### config.mk
export PLATFORM = sky130hd
export DESIGN_NAME = mem_rx
export DESIGN_NICKNAME = d
export VERILOG_FILES = /design/src/rtl/mem_link_pkg.sv /design/src/rtl/word_fifo.sv /design/src/rtl/mem_rx.sv
export SDC_FILE = /design/constraint.sdc
export NUM_CORES = 1
export LEC_CHECK = 0
export CAP_MARGIN = 30
export CORE_ASPECT_RATIO = 1.2
export CORE_UTILIZATION = 59
export DETAILED_ROUTE_END_ITERATION = 8
export PLACE_DENSITY = 0.88
export SETUP_SLACK_MARGIN = 0.3
export SLEW_MARGIN = 0
export SYNTH_ARGS = -nofsm -noshare
export SYNTH_HDL_FRONTEND = slang
export SYNTH_SLANG_ARGS = --single-unit
### constraint.sdc
create_clock -name clk -period 2.65 [get_ports clk]
set_input_delay 0.53 -clock clk [delete_from_list [all_inputs] [get_ports clk]]
set_output_delay 0.53 -clock clk [all_outputs]
set_load 0.05 [all_outputs]
### src/rtl/mem_link_pkg.sv
// Shared definitions for the 8-bit strobed byte link (receive and transmit sides).
// Words travel least-significant byte first.
package mem_link_pkg;

  localparam int BYTE_W         = 8;
  localparam int WORD_W         = 32;
  localparam int BYTES_PER_WORD = 4;

  typedef logic [BYTE_W-1:0] byte_t;
  typedef logic [WORD_W-1:0] word_t;
  typedef logic [$clog2(BYTES_PER_WORD)-1:0] byte_idx_t;

  // Place byte b into lane idx of word w, leaving the other lanes untouched.
  function automatic word_t insert_byte(word_t w, byte_idx_t idx, byte_t b);
    word_t r;
    r = w;
    r[BYTE_W*idx +: BYTE_W] = b;
    return r;
  endfunction

endpackage

### src/rtl/word_fifo.sv
// Synchronous show-ahead FIFO. rdata presents the head word combinationally
// (zero while empty). A pop on empty is ignored; a push on full is only
// accepted when a pop frees a slot in the same cycle.
module word_fifo #(
  parameter int WIDTH = 32,
  parameter int DEPTH = 4
) (
  input  logic                     clk,
  input  logic                     rst,
  input  logic                     push,
  input  logic [WIDTH-1:0]         wdata,
  input  logic                     pop,
  output logic [WIDTH-1:0]         rdata,
  output logic                     empty,
  output logic                     full,
  output logic [$clog2(DEPTH):0]   level
);

  localparam int AW = $clog2(DEPTH);

  logic [WIDTH-1:0] mem_reg [DEPTH];
  logic [AW-1:0]    wr_ptr_reg;
  logic [AW-1:0]    rd_ptr_reg;
  logic [AW:0]      count_reg;
  logic             pop_ok;
  logic             push_ok;

  assign empty   = (count_reg == '0);
  assign full    = (count_reg == (AW+1)'(DEPTH));
  assign pop_ok  = pop & ~empty;
  assign push_ok = push & (~full | pop_ok);
  assign level   = count_reg;
  assign rdata   = empty ? '0 : mem_reg[rd_ptr_reg];

  // One storage register per entry, written when the write pointer selects it.
  genvar gi;
  generate
    for (gi = 0; gi < DEPTH; gi++) begin : g_entry
      always_ff @(posedge clk) begin
        if (rst) begin
          mem_reg[gi] <= '0;
        end else if (push_ok && (wr_ptr_reg == AW'(gi))) begin
          mem_reg[gi] <= wdata;
        end
      end
    end
  endgenerate

  // Pointers wrap naturally because DEPTH is a power of two.
  always_ff @(posedge clk) begin
    if (rst) begin
      wr_ptr_reg <= '0;
      rd_ptr_reg <= '0;
    end else begin
      if (push_ok) wr_ptr_reg <= wr_ptr_reg + 1'b1;
      if (pop_ok)  rd_ptr_reg <= rd_ptr_reg + 1'b1;
    end
  end

  // Occupancy tracks accepted pushes minus accepted pops.
  always_ff @(posedge clk) begin
    if (rst) begin
      count_reg <= '0;
    end else begin
      case ({push_ok, pop_ok})
        2'b10:   count_reg <= count_reg + 1'b1;
        2'b01:   count_reg <= count_reg - 1'b1;
        default: count_reg <= count_reg;
      endcase
    end
  end

endmodule

### src/rtl/mem_rx.sv
// Receive end of the strobed byte link: synchronises the byte bus and strobe,
// reassembles LSB-first 32-bit words, discards stalled partial words and
// buffers completed words for the CPU read port.
module mem_rx
  import mem_link_pkg::*;
#(
  parameter int FIFO_DEPTH  = 4,
  parameter int TIMEOUT     = 1023,
  parameter int SYNC_STAGES = 2
) (
  input  logic                          clk,
  input  logic                          rst,
  input  logic [BYTE_W-1:0]             rx_data,
  input  logic                          rx_strobe,
  input  logic                          rd,
  output logic [WORD_W-1:0]             rd_data,
  output logic                          rd_valid,
  output logic [$clog2(FIFO_DEPTH):0]   level,
  output logic                          overflow,
  output logic                          frame_err,
  input  logic                          clr_err
);

  localparam int CNT_W = $clog2(TIMEOUT + 1);

  logic      strobe_sync_reg [SYNC_STAGES];
  byte_t     data_sync_reg   [SYNC_STAGES];
  logic      strobe_prev_reg;
  logic      edge_reg;
  byte_t     byte_reg;
  byte_idx_t idx_reg;
  word_t     asm_reg;
  logic [CNT_W-1:0] cnt_reg;
  logic      overflow_reg;
  logic      frame_err_reg;

  word_t     word_next;
  logic      push_word;
  logic      timeout_hit;
  logic      fifo_empty;
  logic      fifo_full;
  logic      ovf_set;

  // Strobe and data share an identical flop chain so they stay aligned.
  always_ff @(posedge clk) begin
    if (rst) begin
      for (int i = 0; i < SYNC_STAGES; i++) begin
        strobe_sync_reg[i] <= 1'b0;
        data_sync_reg[i]   <= '0;
      end
    end else begin
      strobe_sync_reg[0] <= rx_strobe;
      data_sync_reg[0]   <= rx_data;
      for (int i = 1; i < SYNC_STAGES; i++) begin
        strobe_sync_reg[i] <= strobe_sync_reg[i-1];
        data_sync_reg[i]   <= data_sync_reg[i-1];
      end
    end
  end

  // Registered rising-edge detect; the byte is captured with the edge so a
  // strobe held high, or data moving while it is high, yields one byte.
  always_ff @(posedge clk) begin
    if (rst) begin
      strobe_prev_reg <= 1'b0;
      edge_reg        <= 1'b0;
      byte_reg        <= '0;
    end else begin
      strobe_prev_reg <= strobe_sync_reg[SYNC_STAGES-1];
      edge_reg        <= strobe_sync_reg[SYNC_STAGES-1] & ~strobe_prev_reg;
      byte_reg        <= data_sync_reg[SYNC_STAGES-1];
    end
  end

  assign word_next   = insert_byte(asm_reg, idx_reg, byte_reg);
  assign push_word   = edge_reg && (idx_reg == byte_idx_t'(BYTES_PER_WORD-1));
  // An edge in the expiry cycle wins, so the timeout only fires without one.
  assign timeout_hit = ~edge_reg && (idx_reg != '0) && (cnt_reg == CNT_W'(TIMEOUT-1));

  // Byte lane assembly plus the stall counter that runs only mid-word.
  always_ff @(posedge clk) begin
    if (rst) begin
      idx_reg <= '0;
      asm_reg <= '0;
      cnt_reg <= '0;
    end else if (edge_reg) begin
      asm_reg <= word_next;
      idx_reg <= idx_reg + 1'b1;
      cnt_reg <= '0;
    end else if (idx_reg != '0) begin
      if (timeout_hit) begin
        idx_reg <= '0;
        asm_reg <= '0;
        cnt_reg <= '0;
      end else begin
        cnt_reg <= cnt_reg + 1'b1;
      end
    end
  end

  word_fifo #(
    .WIDTH (WORD_W),
    .DEPTH (FIFO_DEPTH)
  ) u_fifo (
    .clk   (clk),
    .rst   (rst),
    .push  (push_word),
    .wdata (word_next),
    .pop   (rd),
    .rdata (rd_data),
    .empty (fifo_empty),
    .full  (fifo_full),
    .level (level)
  );

  // A completed word is lost only if the FIFO is full and no pop frees a slot.
  assign ovf_set = push_word & fifo_full & ~(rd & ~fifo_empty);

  // Sticky error flags; a new set event beats a coincident clear.
  always_ff @(posedge clk) begin
    if (rst) begin
      overflow_reg  <= 1'b0;
      frame_err_reg <= 1'b0;
    end else begin
      if (ovf_set)      overflow_reg <= 1'b1;
      else if (clr_err) overflow_reg <= 1'b0;
      if (timeout_hit)  frame_err_reg <= 1'b1;
      else if (clr_err) frame_err_reg <= 1'b0;
    end
  end

  assign rd_valid  = ~fifo_empty;
  assign overflow  = overflow_reg;
  assign frame_err = frame_err_reg;

endmodule

# [Word level (Yosys, flattened, before mapping)]
# Memories as Yosys holds them, arrays and structs flattened. A register that Yosys moved wholly into a read port is not among the register bits.
# Cells that the tools add are included.
[classes] n_addsub=7 n_mul=0 div=0 n_lt_le_gt_ge=0 n_eq_ne=8 shift=2 mux=38 bitwise=19 reduce_logical=17
[op_table] op="$mux 32" n=8
[op_table] op="$neg 5->34" n=1
[op_table] op="$shift 8x34->32 const A" n=1
[op_table] op="$shiftx 8x34->32" n=1
[op_table] op="$bwmux 32" n=1
[op_table] op="$mux 1" n=20
[op_table] op="$mux 8" n=2
[op_table] op="$reduce_bool 2->1" n=6
[op_table] op="$add 10x1->10 const B" n=1
[op_table] op="$eq 10x10->1 const B" n=1
[op_table] op="$mux 10" n=1
[op_table] op="$mux 2" n=5
[op_table] op="$or 1x1->1" n=9
[op_table] op="$eq 2x2->1 const B" n=4
[op_table] op="$logic_and 1x1->1" n=7
[op_table] op="$add 2x1->2 const B" n=3
[op_table] op="$pmux 3 s2" n=1
[op_table] op="$and 1x1->1" n=5
[op_table] op="$not 1->1" n=5
[op_table] op="$eq 2x1->1 const B" n=2
[op_table] op="$add 3x1->3 const B" n=1
[op_table] op="$eq 3x3->1 const B" n=1
[op_table] op="$logic_not 3->1" n=1
[op_table] op="$sub 3x1->3 const B" n=1
[op_table] op="3 further kinds" n=3
[totals] ff_bits=55 latch_bits=0 ramBits=146 rom_bits=0 out_inout_bits=38 word_cells=104 memories=3
[mem_list] memory="u_fifo.mem_reg" depth=4 width=32 rd=1 rd_ports_with_merged_regs=1 wr=4 line="word_fifo.sv:21" source="logic [WIDTH-1:0] mem_reg [DEPTH];"
[mem_list] memory="data_sync_reg" depth=2 width=8 rd=2 rd_ports_with_merged_regs=1 wr=2 line="mem_rx.sv:27" source="byte_t data_sync_reg [SYNC_STAGES];"
[mem_list] memory="strobe_sync_reg" depth=2 width=1 rd=2 rd_ports_with_merged_regs=0 wr=2 line="mem_rx.sv:26" source="logic strobe_sync_reg [SYNC_STAGES];"

# [Longest topological paths before layout]
# Gate-level depths: netlist of run 1.
[depth] word_depth=10 mapped_depth=10

# [Cells and area by module]
# From an unflattened synthesis of run 1, not the netlist that was laid out.
[unflattened] hier_cells=771 area_unflattened_um2=9359.0
[modules_own_cells] module="word_fifo" instances=1 cells_each=437 area_per_inst_um2=6143.4
[modules_own_cells] module="mem_rx" instances=1 cells_each=334 area_per_inst_um2=3215.6

# [Least setup slack after synthesis of run 1]
# Ideal clock, no wire load.
[synth_path] path_kind="flip-flop to flip-flop" start="register u_fifo.count_reg[0] (netlist: u_fifo.level[0])" end="register u_fifo.count_reg[2] (netlist: u_fifo.level[2])" setup_time_ns=0.071 arrival_time_ns=2.747 path_slack_ns=-0.167 stages_incl_launch_ff=11 synth_period_minus_slack_ns=2.817 cell_sequence="dfxtp_1 buf_2 or3_1 buf_2 buf_2 nand2_1 fa_1 nor4bb_1 a21oi_1 or2_2 a21oi_1"
[synth_via] elab_chain_len=7 word_cells_on_any_way=13 cone_classes="add/sub (2); eq/ne (3); mux (1); bitwise (5); reduce/logical (2)"
[synth_rtl] item="from (decl)" line="word_fifo.sv:24" source="logic [AW:0] count_reg;"
[synth_rtl] item="from (signal assigned)" line="word_fifo.sv:66" source="2'b10: count_reg <= count_reg + 1'b1;"
[synth_rtl] item="from (signal assigned)" line="word_fifo.sv:67" source="2'b01: count_reg <= count_reg - 1'b1;"
[synth_rtl] item="from (signal assigned)" line="word_fifo.sv:68" source="default: count_reg <= count_reg;"
[synth_rtl] item="$logic_not 3->1 *" line="word_fifo.sv:28" source="assign empty = (count_reg == '0);"
[synth_rtl] item="$not 1->1 *"
[synth_rtl] item="net rd_valid" line="mem_rx.sv:17" source="output logic rd_valid,"
[synth_rtl] item="$and 1x1->1 *" line="word_fifo.sv:30" source="assign pop_ok = pop & ~empty;"
[synth_rtl] item="$or 1x1->1" line="word_fifo.sv:31" source="assign push_ok = push & (~full | pop_ok);"
[synth_rtl] item="$and 1x1->1" line="word_fifo.sv:31"
[synth_rtl] item="$eq 2x1->1 or $eq 2x2->1 (tied branches)" line="word_fifo.sv:65" source="case ({push_ok, pop_ok})"
[synth_rtl] item="$pmux 3 s2 or $reduce_bool 2->1 (tied branches)"
# Mark *: on every way through the listed nets, which the timed path passes. The rest lies on a longest branch.
# A chain may end at the register's enable or synchronous reset.

==> flow_summary.ini, run 1 <==
[outcome]
status = completed

[final_layout]
final_common_cell = nor2_1
largest_reg_flops = 128
antenna_cells = 0
final_util = 0.731
fill_cells = 882
area_delta_synth_final_pct = 21.7
final_cell_mix = nor2_1, edfxtp_1, dfxtp_1
drive_gt1_frac = 0.256
nets = 772

[clock_network]
cts_buffers = 20
cts_sinks = 211
clockRootBuffer = clkbuf_16
clk_path_buf_depth = 3
cts.clk_slew.worst_paths_ns = 0.07
h-tree-depth = 1
cts_tree = done
cts-hold-fix-buffers = 0
clk-insertion-delay-late_ns = 0.49

[sta]
period_needed_ns = 2.60
hold_viol = 0
timing.slew.headroom = 0.409
setup_slack_ns = 0.0475
min_period_over_period = 0.982
timing.fmax_mhz = 384
report.final.slew_viol_count = 0
rsz0062_at_grt = true
tightest_slew_ns = 0.887
skew_ns = 0.0143
setup_viol = 0
whs_ns = 0.389
fin_tns_setup_ns = 0

[detailed_routing]
drt_iter0_markers = 554
firstDrtPassIters = 5
totalWireLength_mm = 21.4
met2WireLength_mm = 11.3
wl_per_cell_um = 22.1
top_layer = met4
vias = 5992
ant_nets = 0
met1Wirelength_mm = 7.50
wl_met3_mm = 1.74
vias_per_cell = 6.21
drc = 0

[synth]
yosys.area_share.simple = 0.165
synth_top_family_by_area = simple AND/OR/NAND/NOR gates
synthFlopType = edfxtp_1
ys_ff_latch = 211
yosysUniqueCellTypes = 53
async_flop_share = 0
synth_edf_count = 128
avgSynthCellArea_um2 = 12.9
synth_top_area_share = 0.428
synth_compound_area_frac = 0.0778
syn_nets = 722
postSynthCellCount = 697
synthMuxAreaShare = 0.0813
yosysSeqAreaShare = 0.613
synth.cell_area_um2 = 8990
synth.area.top_cells = edfxtp_1, dfxtp_1, mux4_2
synth_xor_area_frac = 0.0127
yosysWarningCount = 0
synth.largest_area_cell = edfxtp_1
synthAdderAreaFrac = 0.0175

[floorplanning]
initial_utilization = 0.601
num_rows = 49
io_pins = 51
die_width_um = 115
core_area_um2 = 15000
die-area_um2 = 15700
fp.dieH_um = 137

[worst_setup_path]
r2r-end = u_fifo.mem_reg[1][3]$_SDFFCE_PN0P_
critPathKind = reg -> out
worstSetupEndpoint = rd_data[5]
reg2reg_setup_slack_ns = 0.31
r2r-start = idx_reg[0]$_SDFFE_PP0P_
end_kind = primary output
critPathRequiredTime_ns = 2.12
cp-start-kind = register
crit_arrival_ns = 2.07
rr_worst_depth = 6
crit_path_max_fanout = 8

[power]
internal-power_mw = 5.21
pwr-share-seq = 0.548
swShare = 0.207
powerDensity_nw_per_um2 = 601
power_mw = 6.57
p_clk_frac = 0.421
leakagePower_nw = 3.73
power_switching_mw = 1.36
ir_worst_vdd_mv = 0.549
pwr-share-comb = 0.030

[run]
cap_violations = 0

[grt]
grt_util_all_layers = 0.260
grt_pass1_wl_mm = 30.9
grt_max_degree = 44
grt_overflow = 0
antenna_found_initial = 0
grt_pass1_vias = 5948

[placed_design]
gp_congestion = 0.817
hpwlAfterDp_mm = 11.4
dp_slack_ns = -0.0805
numPortBuffers = 50

[worst_hold_path]
min_path_type = reg -> reg
## stage by stage
stage | instance area (µm²) | std cells
2_1_floorplan | 9010 | 697
3_3_place_gp | 10100 | 926
3_5_place_dp | 10100 | 926
4_1_cts | 10900 | 964
5_1_grt | 10900 | 965
6_report | 10900 | 965
## cell families after synthesis
family          count (synthesis)
simple gates                  285
xor+xnor                       13
compound gates                 89
mux                            33
buf+inv                        54
fa+ha+maj                      12
flops                         211
## layout make-up
| class | count | area, µm² | area share |
|---|---|---|---|
| tap | 204 | 255 | 0.0233 |
| clock buffer | 25 | 582 | 0.0532 |
| clock inverter | 11 | 66.3 | 0.00606 |
| multi-input combinational | 432 | 3290 | 0.301 |
| sequential | 211 | 5520 | 0.504 |
| inverter | 9 | 33.8 | 0.00309 |
| timing repair buffer | 73 | 1190 | 0.109 |
## repair_timing
| action | 4_1_cts | 5_1_grt |
|---|---|---|
| buffers inserted | 0 | 0 |
| gates resized for setup | 22 | 22 |
| pin swaps | 0 | 0 |
| cloned | 2 | 1 |
| setup endpoints to repair | 33 | 114 |
## worst max-delay path, cell delays in order (launching register included)
cell,delay [ns]
dfxtp_4,0.46
buf_12,0.19
mux4_2,0.58
and2_4,0.20
buf_12,0.14
## synth_stat cells (2+ instances only)
| library cell | instances |
|---|---|
| nor2_1 | 149 |
| edfxtp_1 | 128 |
| dfxtp_1 | 83 |
| nor2b_1 | 62 |
| and2_1 | 34 |
| a21oi_1 | 33 |
| mux4_2 | 32 |
| buf_2 | 20 |
| o2bb2ai_1 | 18 |
| o2bb2ai_2 | 14 |
| ha_1 | 11 |
| inv_1 | 9 |
| a31oi_1 | 8 |
| xor2_1 | 8 |
| buf_4 | 7 |
| clkbuf_1 | 7 |
| nand2_1 | 7 |
| buf_1 | 6 |
| a21o_1 | 5 |
| nand2_2 | 5 |
| xnor2_1 | 5 |
| and3b_1 | 4 |
| and3_1 | 3 |
| nand3_1 | 3 |
| nand4_1 | 3 |
| o21ai_0 | 3 |
| a21oi_2 | 2 |
| and4_1 | 2 |
| buf_8 | 2 |
## layer usage
metal  global-route usage  vias to the layer above
met4                0.114                        0
met3               0.0356                       84
met1                0.313                     2929
met5                    0                        -
li1                     -                     2583
met2                0.469                      396
## worst min path at each step
| stage | startpoint | end | slack (ns) | cells after the start |
|---|---|---|---|---|
| after global routing | strobe_prev_reg$_SDFF_PP0_ | edge_reg$_SDFF_PP0_ | 0.41 | 1 |
| final | strobe_prev_reg$_SDFF_PP0_ | edge_reg$_SDFF_PP0_ | 0.39 | 1 |
| after floorplan | strobe_prev_reg$_SDFF_PP0_ | edge_reg$_SDFF_PP0_ | 0.37 | 1 |
| after global placement | strobe_prev_reg$_SDFF_PP0_ | edge_reg$_SDFF_PP0_ | 0.37 | 1 |
| after CTS | strobe_prev_reg$_SDFF_PP0_ | edge_reg$_SDFF_PP0_ | 0.39 | 1 |
| after detailed placement | strobe_prev_reg$_SDFF_PP0_ | edge_reg$_SDFF_PP0_ | 0.38 | 1 |
## power groups by stage
| stage | Sequential (mW) | Combinational (mW) | Clock (mW) |
|---|---|---|---|
| finish | 3.60 | 0.200 | 2.77 |
| global route | 3.61 | 0.211 | 2.91 |
| CTS | 3.60 | 0.196 | 2.77 |
| detailed placement | 3.67 | 0.192 | 0 |
| global placement | 3.66 | 0.184 | 0 |
| floorplan | 3.65 | 0.131 | 0 |
(Power assumes the default switching activity.)
==> inputs of run 2 (changes only) <==
--- a/config.mk
+++ b/config.mk
@@ -5,7 +5,6 @@
 export SDC_FILE = /design/constraint.sdc
 export NUM_CORES = 1
 export LEC_CHECK = 0
-export CAP_MARGIN = 30
 export CORE_ASPECT_RATIO = 1.2
 export CORE_UTILIZATION = 59
 export DETAILED_ROUTE_END_ITERATION = 8
@@ -15,3 +14,4 @@
 export SYNTH_ARGS = -nofsm -noshare
 export SYNTH_HDL_FRONTEND = slang
 export SYNTH_SLANG_ARGS = --single-unit
+export TNS_END_PERCENT = 100
==> results of run 2 <==
Final layout, timing and power as in run 1 (identical DEF).
==> inputs of run 3 (changes only) <==
==> constraint.sdc (replaced) <==
create_clock -name clk -period 2.65 [get_ports clk]
set_input_delay 0.3975 -clock clk [delete_from_list [all_inputs] [get_ports clk]]
set_output_delay 0.3975 -clock clk [all_outputs]
set_load 0.05 [all_outputs]
==> run 3 against run 2 <==
  * First-iteration DRC count decreased by 16%
  * Critical path depth increased by 1
  * Via count shrank 1.9%
  * Register-to-register slack hardly changed
  * Count of clock-buffer cells in the layout down 1
  * Largest power group unchanged
==> flow_summary.ini, run 3 (synthesis gave the netlist of run 1 again) <==
[sta]
fin_tns_setup_ns = 0
min_period_over_period = 0.919
timing.fmax_mhz = 410
hold_viol = 0
rsz0062_at_grt = true
tightest_slew_ns = 0.655
report.final.slew_viol_count = 0
setup_viol = 0
period_needed_ns = 2.44
timing.slew.headroom = 0.562
skew_ns = 0.0177

[floorplanning]
io_pins = 51
fp.dieH_um = 137
initial_utilization = 0.601
core_area_um2 = 15000
die_width_um = 115
die-area_um2 = 15700
num_rows = 49

[worst_setup_path]
critPathRequiredTime_ns = 2.25
cp_common_cell = buf_12
critPathKind = reg -> out
r2r-end = u_fifo.mem_reg[0][0]$_SDFFCE_PN0P_
slowest_stage = mux4_2
crit_chain = buf_6 -> buf_12 -> mux4_2 -> and2_4 -> buf_12
end_kind = primary output
rr_worst_depth = 6
cp-start-kind = register
slowest_delay_ns = 0.55
crit_arrival_ns = 2.04
r2r-start = idx_reg[1]$_SDFFE_PP0P_
reg2reg_setup_slack_ns = 0.32
crit_path_max_fanout = 8

[worst_hold_path]
worstHoldStart = strobe_prev_reg$_SDFF_PP0_
hold-path-endpoint = edge_reg$_SDFF_PP0_
whs_path_depth = 1
min_path_type = reg -> reg

[detailed_routing]
drc = 0
firstDrtPassIters = 5
wl_per_cell_um = 21.6
vias = 5881
drt_iter0_markers = 468
ant_nets = 0
vias_per_cell = 6.06
totalWireLength_mm = 20.9

[grt]
grt_overflow = 0
antenna_found_initial = 0
grt_pass1_vias = 6134
grt_util_all_layers = 0.280
grt_max_degree = 36
grt_pass1_wl_mm = 32.9

[power]
power_mw = 6.89
ir_worst_vdd_mv = 0.472
powerDensity_nw_per_um2 = 623
leakagePower_nw = 3.79

[clock_network]
cts_buffers = 20
clockRootBuffer = clkbuf_16
cts.clk_slew.worst_paths_ns = 0.07
cts_tree = done
h-tree-depth = 1
cts_sinks = 211
cts-hold-fix-buffers = 0
clk_path_buf_depth = 3
clk-insertion-delay-late_ns = 0.50

[placed_design]
hpwlAfterDp_mm = 12.1
dp_cells = 928
gp_congestion = 0.861
numPortBuffers = 50

[final_layout]
area_delta_synth_final_pct = 23.0
nets = 777
largest_reg_flops = 128
final_common_cell = nor2_1
final_cell_mix = nor2_1, edfxtp_1, dfxtp_1
layout.cells.non_filler = 970
drive_gt1_frac = 0.262
antenna_cells = 0

[run]
cap_violations = 0

[outcome]
status = completed
-- run 3: cell types whose count changed in the layout (fill, tap and decap cells not counted), sizes merged --
cell	change
buf	+6
clkinvlp	+1
clkbuf	-2
bufinv	+3
clkinv	-3
-- run 3: cell type report --
| type | count | area (µm²) |
|---|---|---|
| clock inverter | 12 | 143 |
| multi-input combinational | 432 | 3300 |
| sequential | 211 | 5520 |
| fill | 904 | 3900 |
| tap | 204 | 255 |
| clock buffer | 24 | 579 |
| inverter | 9 | 33.8 |
| timing repair buffer | 78 | 1230 |
-- run 3: how the worst max path moves through the flow --
| stage | startpoint | to | slack [ns] | cells past startpoint |
|---|---|---|---|---|
| 6_report | register | rd_data[6] | 0.21 | 5 |
| 5_1_grt | register | rd_data[2] | 0.18 | 5 |
| 4_1_cts | register | rd_data[2] | 0.22 | 5 |
| 3_5_place_dp | rd | u_fifo.level[2]$_SDFFE_PP0P_ | -0.02 | 8 |
| 3_3_place_gp | rd | u_fifo.level[2]$_SDFFE_PP0P_ | 0.15 | 8 |
| 2_1_floorplan | u_fifo.level[0]$_SDFFE_PP0P_ | u_fifo.level[2]$_SDFFE_PP0P_ | 0.29 | 10 |
-- run 3: power by group --
part / internal (mW) / switching (mW)
clock network: 1.86 / 1.22
registers: 3.56 / 0.0387
logic: 0.0822 / 0.121
-- run 3: worst max-delay path, delay by kind of cell, from the launching register on --
family | cells | cell delay [ns]
flip-flops | 1 | 0.40
AND/OR/NAND/NOR | 1 | 0.19
buffers and inverters | 3 | 0.40
multiplexers | 1 | 0.55
-- run 3: per-stage QoR --
stage          area, µm²  utilization  setup slack (ns)  hold slack (ns)
2_1_floorplan       9010            -             0.295            0.367
3_3_place_gp       10100        0.674             0.148            0.374
3_5_place_dp       10100        0.674           -0.0220            0.378
4_1_cts            11000        0.738             0.223            0.386
5_1_grt            11100        0.739             0.178            0.400
6_report           11100        0.739             0.214            0.387
-- run 3: what timing repair did --
| action | CTS | global route |
|---|---|---|
| endpoints found under the hold margin | 0 | 0 |
| setup endpoints to repair | 95 | 99 |
| pin swaps | 1 | 0 |
| gates resized for setup | 40 | 6 |
| setup buffers | 3 | 0 |
| cloned | 3 | 0 |
-- run 3: metal layers --
| layer | wire, µm | GRT usage |
|---|---|---|
| met1 | 7410 | 0.326 |
| met2 | 10900 | 0.490 |
| met3 | 1470 | 0.0475 |
| met4 | 1140 | 0.163 |
| met5 | 0 | 0 |
